--- config.mk ---
export PLATFORM = sky130hd
export DESIGN_NAME = mult_wb
export DESIGN_NICKNAME = d
export VERILOG_FILES = /design/src/rtl/mult_wb.sv
export SDC_FILE = /design/constraint.sdc
export NUM_CORES = 1
export LEC_CHECK = 0
export ABC_AREA = 1
export CORE_ASPECT_RATIO = 0.8
export CORE_UTILIZATION = 55
export CTS_CLUSTER_DIAMETER = 30
export DETAILED_ROUTE_END_ITERATION = 10
export PLACE_DENSITY = 0.8
export SYNTH_ARGS = -nofsm -noshare
export SYNTH_HDL_FRONTEND = slang
export SYNTH_SLANG_ARGS = --single-unit
--- constraint.sdc ---
create_clock -name clk -period 5.2 [get_ports clk]
set_input_delay 0.52 -clock clk [delete_from_list [all_inputs] [get_ports clk]]
set_output_delay 0.52 -clock clk [all_outputs]
set_load 0.01 [all_outputs]
--- src/rtl/mult_wb.sv ---
// mult_wb - writeback buffer behind the pipelined multiplier.
//
// Captures each finished product with its destination tag. Holds up to DEPTH
// results in arrival order. Drains one result per cycle into the 64-bit
// register-file write port whenever that port is granted. Also answers a
// combinational "result pending" query for the issue logic.
//
// Ports
//   clk        clock, all state updates on posedge
//   rst        asynchronous active-high reset
//   in_valid   multiplier presents a finished product
//   in_prod    product, 2*WIDTH bits
//   in_rd      destination register tag; tag 0 is discarded
//   in_ready   buffer can accept (occupancy below DEPTH)
//   wb_grant   register-file write port is free this cycle
//   rf_wctl    register-file write enable
//   rf_w       register-file write address (0 when empty)
//   rf_wd      register-file write data, zero-extended (0 when empty)
//   q_rd       hazard query register
//   q_pending  some buffered entry targets q_rd (never for q_rd == 0)
//   count      occupancy
//   ovf        sticky overflow, cleared only by rst
module mult_wb #(
   parameter int WIDTH = 32,
   parameter int DEPTH = 4
) (
   input  logic                     clk,
   input  logic                     rst,
   input  logic                     in_valid,
   input  logic [2*WIDTH-1:0]       in_prod,
   input  logic [4:0]               in_rd,
   output logic                     in_ready,
   input  logic                     wb_grant,
   output logic                     rf_wctl,
   output logic [4:0]               rf_w,
   output logic [63:0]              rf_wd,
   input  logic [4:0]               q_rd,
   output logic                     q_pending,
   output logic [$clog2(DEPTH):0]   count,
   output logic                     ovf
);

   localparam int AW = $clog2(DEPTH);
   localparam int CW = AW + 1;
   localparam int PW = 2 * WIDTH;

   logic [4:0]    rd_mem_q   [DEPTH];
   logic [PW-1:0] prod_mem_q [DEPTH];

   logic [AW-1:0] wr_ptr_q, wr_ptr_d;
   logic [AW-1:0] rd_ptr_q, rd_ptr_d;
   logic [CW-1:0] count_q, count_d;
   logic          ovf_q, ovf_d;

   logic          push;
   logic          pop;
   logic          has_head;
   logic [AW-1:0] age;

   assign has_head = (count_q != '0);

   // in_ready comes from registered occupancy only: a pop in the same cycle
   // does not open a slot for a push.
   assign in_ready = (count_q < CW'(DEPTH));
   assign rf_wctl  = has_head & wb_grant;
   assign rf_w     = has_head ? rd_mem_q[rd_ptr_q] : 5'd0;
   assign rf_wd    = has_head ? 64'(prod_mem_q[rd_ptr_q]) : 64'd0;
   assign count    = count_q;
   assign ovf      = ovf_q;

   assign push = in_valid & in_ready & (in_rd != 5'd0);
   assign pop  = rf_wctl;

   always_comb begin
      wr_ptr_d = wr_ptr_q;
      rd_ptr_d = rd_ptr_q;
      count_d  = count_q;
      ovf_d    = ovf_q;
      if (push) begin
         wr_ptr_d = wr_ptr_q + AW'(1);
      end
      if (pop) begin
         rd_ptr_d = rd_ptr_q + AW'(1);
      end
      case ({push, pop})
         2'b10:   count_d = count_q + CW'(1);
         2'b01:   count_d = count_q - CW'(1);
         default: count_d = count_q;
      endcase
      // Refused product with a real destination is lost: flag it.
      if (in_valid & ~in_ready & (in_rd != 5'd0)) begin
         ovf_d = 1'b1;
      end
   end

   // Slot i is live when its distance from the read pointer is below the
   // occupancy; pointers alone cannot tell full from empty.
   always_comb begin
      q_pending = 1'b0;
      age       = '0;
      for (int i = 0; i < DEPTH; i++) begin
         age = AW'(i) - rd_ptr_q;
         if (({1'b0, age} < count_q) && (rd_mem_q[i] == q_rd) && (q_rd != 5'd0)) begin
            q_pending = 1'b1;
         end
      end
   end

   always_ff @(posedge clk or posedge rst) begin
      if (rst) begin
         wr_ptr_q <= '0;
         rd_ptr_q <= '0;
         count_q  <= '0;
         ovf_q    <= 1'b0;
      end else begin
         wr_ptr_q <= wr_ptr_d;
         rd_ptr_q <= rd_ptr_d;
         count_q  <= count_d;
         ovf_q    <= ovf_d;
      end
   end

   // Storage needs no reset: occupancy decides which slots are meaningful.
   always_ff @(posedge clk) begin
      if (push) begin
         rd_mem_q[wr_ptr_q]   <= in_rd;
         prod_mem_q[wr_ptr_q] <= in_prod;
      end
   end

endmodule

==> impl_table.tex <==
\begin{tabular}{lr}
\hline
Metric & Value \\
\hline
\multicolumn{2}{l}{\textbf{Outcome}} \\
\quad Outcome & completed \\
\multicolumn{2}{l}{\textbf{Timing}} \\
\quad Final setup skew & 0.0280 ns \\
\quad Relative max-transition margin & 0.234 \\
\quad Fraction of the cycle the final worst path needs & 0.800 \\
\quad Final setup TNS & 0 ns \\
\quad Max Fclk & about 0.24 GHz \\
\quad Actual transition at the worst max-transition pin & $\sim$1.1 ns \\
\quad Max-slew violation count & 0 \\
\quad Number of hold violations in the final report & 0 \\
\quad Shortest period the worst path allows & 4.16 ns \\
\quad Setup repair after global routing missed its margin & no \\
\quad Setup-failing EPs final & 0 \\
\multicolumn{2}{l}{\textbf{Routing}} \\
\quad First drt pass iteration count & 5 \\
\quad Vias per std cell & 6.01 \\
\quad Initial detailed-routing violation count & between 800 and 900 \\
\quad Detailed-route DRC error count & 0 \\
\quad Routed via count & about 7,700 \\
\quad Number of nets with antenna violations after routing & 0 \\
\quad Final Routed Wirelength & 27,500 um \\
\quad Wire per inst & between 20 and 25 um \\
\multicolumn{2}{l}{\textbf{Finish}} \\
\quad Footprint of the multi-input gates & 0.00258 mm2 \\
\quad FF/Latch Area & between 0.008 and 0.009 mm2 \\
\quad Area Overhead vs Synth & 27.7\% \\
\quad Share of post-route cells with drive strength above 1 & 0.112 \\
\quad NumNets Final & about 1,100 \\
\quad Final std cell area, no fill & about 0.015 mm2 \\
\quad Fill cell instance count of the final layout & about 1,300 \\
\multicolumn{2}{l}{\textbf{Power and ir drop}} \\
\quad Worst IR Drop VDD & between 0.0003 and 0.0004 V \\
\quad Lkg Pwr & between 0.004 and 0.005 uW \\
\quad Total power density per cell area & between 600 and 700 mW/mm2 \\
\multicolumn{2}{l}{\textbf{Synthesis}} \\
\quad Proportion of synthesized chip area in sequential cells & 0.739 \\
\quad Fraction of registers with async set/reset & 0.0282 \\
\quad Post-Synthesis Mean Instance Area & approximately 14 um2 \\
\quad Post-synth EDFFs & $\sim$280 \\
\quad Number of warnings reported in the yosys synthesis log & 0 \\
\quad Number of distinct library cell variants in the gate-level netlist after synthesis & 33 \\
\quad Synthesized netlist net count & 910 \\
\quad Top cell type's share of synthesized area & 0.721 \\
\quad Count of mapped cells out of synthesis & 822 \\
\quad Cell type with the highest aggregate area in the netlist & edfxtp\_1 \\
\quad Cell area after synthesis & around 0.011 mm2 \\
\quad Synth Register Bits & $\sim$280 \\
\quad Most used flip-flop cell after synthesis & edfxtp\_1 \\
\quad Cell types with the largest area share after synthesis & edfxtp\_1 (72\%), nand3\_1 (5.9\%), nand2\_1 (5.8\%) \\
\multicolumn{2}{l}{\textbf{GRT}} \\
\quad Pin count of the biggest net entering global routing & 71 \\
\quad Total routing usage reported by global routing & 0.261 \\
\quad Vias in the first global route & 7,799 \\
\quad First-pass GRT wire length & 42,800 um \\
\quad Overflow after GRT & 0 \\
\quad Antenna violations before repair & 1 \\
\multicolumn{2}{l}{\textbf{Critical path}} \\
\quad CP Launch Type & register \\
\quad R2r worst-path depth & 7 \\
\quad Startpoint of the worst register-to-register path & count[0]\$\_DFFE\_PP0P\_ \\
\quad Worst Path Arrival & 3.64 ns \\
\quad First element of the critical path & rd\_ptr\_q[0]\$\_DFFE\_PP0P\_ \\
\quad Crit path capture & rf\_wd[26] \\
\quad Flop2flop setup slack & 2.49 ns \\
\quad Capture instance of the worst register-to-register path & count[1]\$\_DFFE\_PP0P\_ \\
\quad Critical path class & register to output pin \\
\quad Critical Path Fanout Max & 70 \\
\quad CP Data Required Time & roughly 4.7 ns \\
\quad Critical path endpoint category & output pin \\
\multicolumn{2}{l}{\textbf{Clock network}} \\
\quad H-tree depth reported by CTS & 2 \\
\quad Count of hold buffers inserted by post-cts repair & 0 \\
\quad Clock Latency Late Sink & between 0.5 and 0.6 ns \\
\quad Post-CTS resize count & 0 \\
\quad Worst-path clk slew & $\sim$0.050 ns \\
\quad Clock Sink Count & 284 \\
\quad Cell at the root of the clock tree & clkbuf\_16 \\
\quad Total CTS buffers & 43 \\
\quad Clock tree from TritonCTS & yes \\
\quad Deepest clock path buffer count & 3 \\
\quad Post-CTS setup buffer count & 0 \\
\multicolumn{2}{l}{\textbf{Placement}} \\
\quad HPWL Detailed & $\sim$15,000 um \\
\quad Routability congestion estimate & roughly 0.89 \\
\quad Number of I/O port buffers & 153 \\
\quad Placement Cell Area & between 0.01 and 0.015 mm2 \\
\multicolumn{2}{l}{\textbf{Floorplanning}} \\
\quad Vertical die dimension & $\sim$130 um \\
\quad Starting utilization of the core area & 0.570 \\
\quad Die width & 164 um \\
\quad Standard-cell row count & 46 \\
\quad Die area & around 0.021 mm2 \\
\quad Number of top-level pins & 154 \\
\quad Core Area & $\sim$0.020 mm2 \\
\multicolumn{2}{l}{\textbf{Flow run}} \\
\quad \# Max-Cap Violations & 0 \\
\multicolumn{2}{l}{\textbf{Min path}} \\
\quad Type of the tightest min-delay check & primary input to asynchronous set/reset pin \\
\hline
\end{tabular}
==> flip-flops by register name (all words and copies together) (netlist names) <==
signal      cells
ovf             1
count           3
wr_ptr_q        2
prod_mem_q    256
rd_ptr_q        2
rd_mem_q       20
==> where the power goes <==
group          switching [uW]  total, uW  internal [uW]  leakage [uW]
registers                 160       3010           2850       0.00259
clock network            1090       2870           1780      0.000715
logic                    1880       3250           1370       0.00157
==> cells in the final DEF (no fill, tap or decap), types with 7 or more instances in the layout <==
cell	count
nor2_1	21
clkdlybuf4s50_1	153
nand2_1	179
inv_1	27
a41oi_2	12
ha_1	9
buf_4	8
clkbuf_16	44
inv_6	11
a41oi_1	53
edfxtp_1	276
clkinv_4	7
xnor2_1	9
nand3_1	136
==> worst max-delay path, cell delays in order (launching register included) <==
cell and delay, ns:
dfrtp_2 0.90, inv_6 0.43, nor2_8 0.44, buf_12 0.30
nand2_1 0.10, a41oi_1 0.28, clkdlybuf4s50_1 0.60
==> metal layers <==
| layer | track usage | part of all wire |
|---|---|---|
| met1 | 0.370 | 0.40 |
| met2 | 0.396 | 0.47 |
| met3 | 0.0634 | 0.10 |
| met4 | 0.0921 | 0.019 |
| met5 | 0 | 0 |
==> kinds of logic (layout without fill, tap and decap cells) <==
logic type      count (synthesis)  in the layout  share of synthesized area
simple gates                  349            349                      0.134
flops                         284            284                      0.739
buf+inv                        84            276                     0.0392
compound gates                 80             80                     0.0650
xor+xnor                       15             15                     0.0114
fa+ha+maj                      10             10                     0.0115
other cells                     0              1                          0
==> layout make-up <==
type	instances	share of cell area
Multi-Input combinational cell	454	0.176
Tap cell	264	0.0225
Antenna cell	1	0.000171
Inverter	31	0.00844
Sequential cell	284	0.579
Clock inverter	35	0.0249
Clock buffer	45	0.0753
Timing Repair Buffer	165	0.114
==> synth_stat cells, types with 5 or more instances <==
| master | n |
|---|---|
| buf_6 | 8 |
| nand3_1 | 136 |
| a21oi_1 | 5 |
| edfxtp_1 | 276 |
| a41oi_1 | 53 |
| xor2_1 | 6 |
| a41oi_2 | 12 |
| xnor2_1 | 9 |
| dfrtp_1 | 8 |
| ha_1 | 9 |
| inv_1 | 27 |
| buf_4 | 7 |
| nand2_1 | 179 |
| nor2_1 | 25 |
| buf_2 | 32 |
==> through the flow <==
stage	cells	utilization	hold slack, ns	total power [uW]	setup WS [ns]
after global placement	1198	0.655	0.453	6230	1.64
after detailed placement	1198	0.655	0.467	6280	1.61
final	1279	0.728	0.268	9140	1.04
after global routing	1279	0.728	0.309	9530	0.812
after CTS	1278	0.728	0.278	9180	1.04
after floorplan	822	-	0.336	4810	0.976
==> worst min path at each step <==
stage	slack, ns	to	from	cells after the start
after detailed placement	0.47	ovf$_DFFE_PP0P_	ovf$_DFFE_PP0P_	1
after global placement	0.45	ovf$_DFFE_PP0P_	ovf$_DFFE_PP0P_	1
after global routing	0.31	rd_ptr_q[1]$_DFFE_PP0P_	rst	2
final	0.27	rd_ptr_q[1]$_DFFE_PP0P_	rst	2
after CTS	0.28	rd_ptr_q[1]$_DFFE_PP0P_	rst	2
after floorplan	0.34	count[0]$_DFFE_PP0P_	rst	1
No activity file was read; power rests on OpenSTA's default activity.
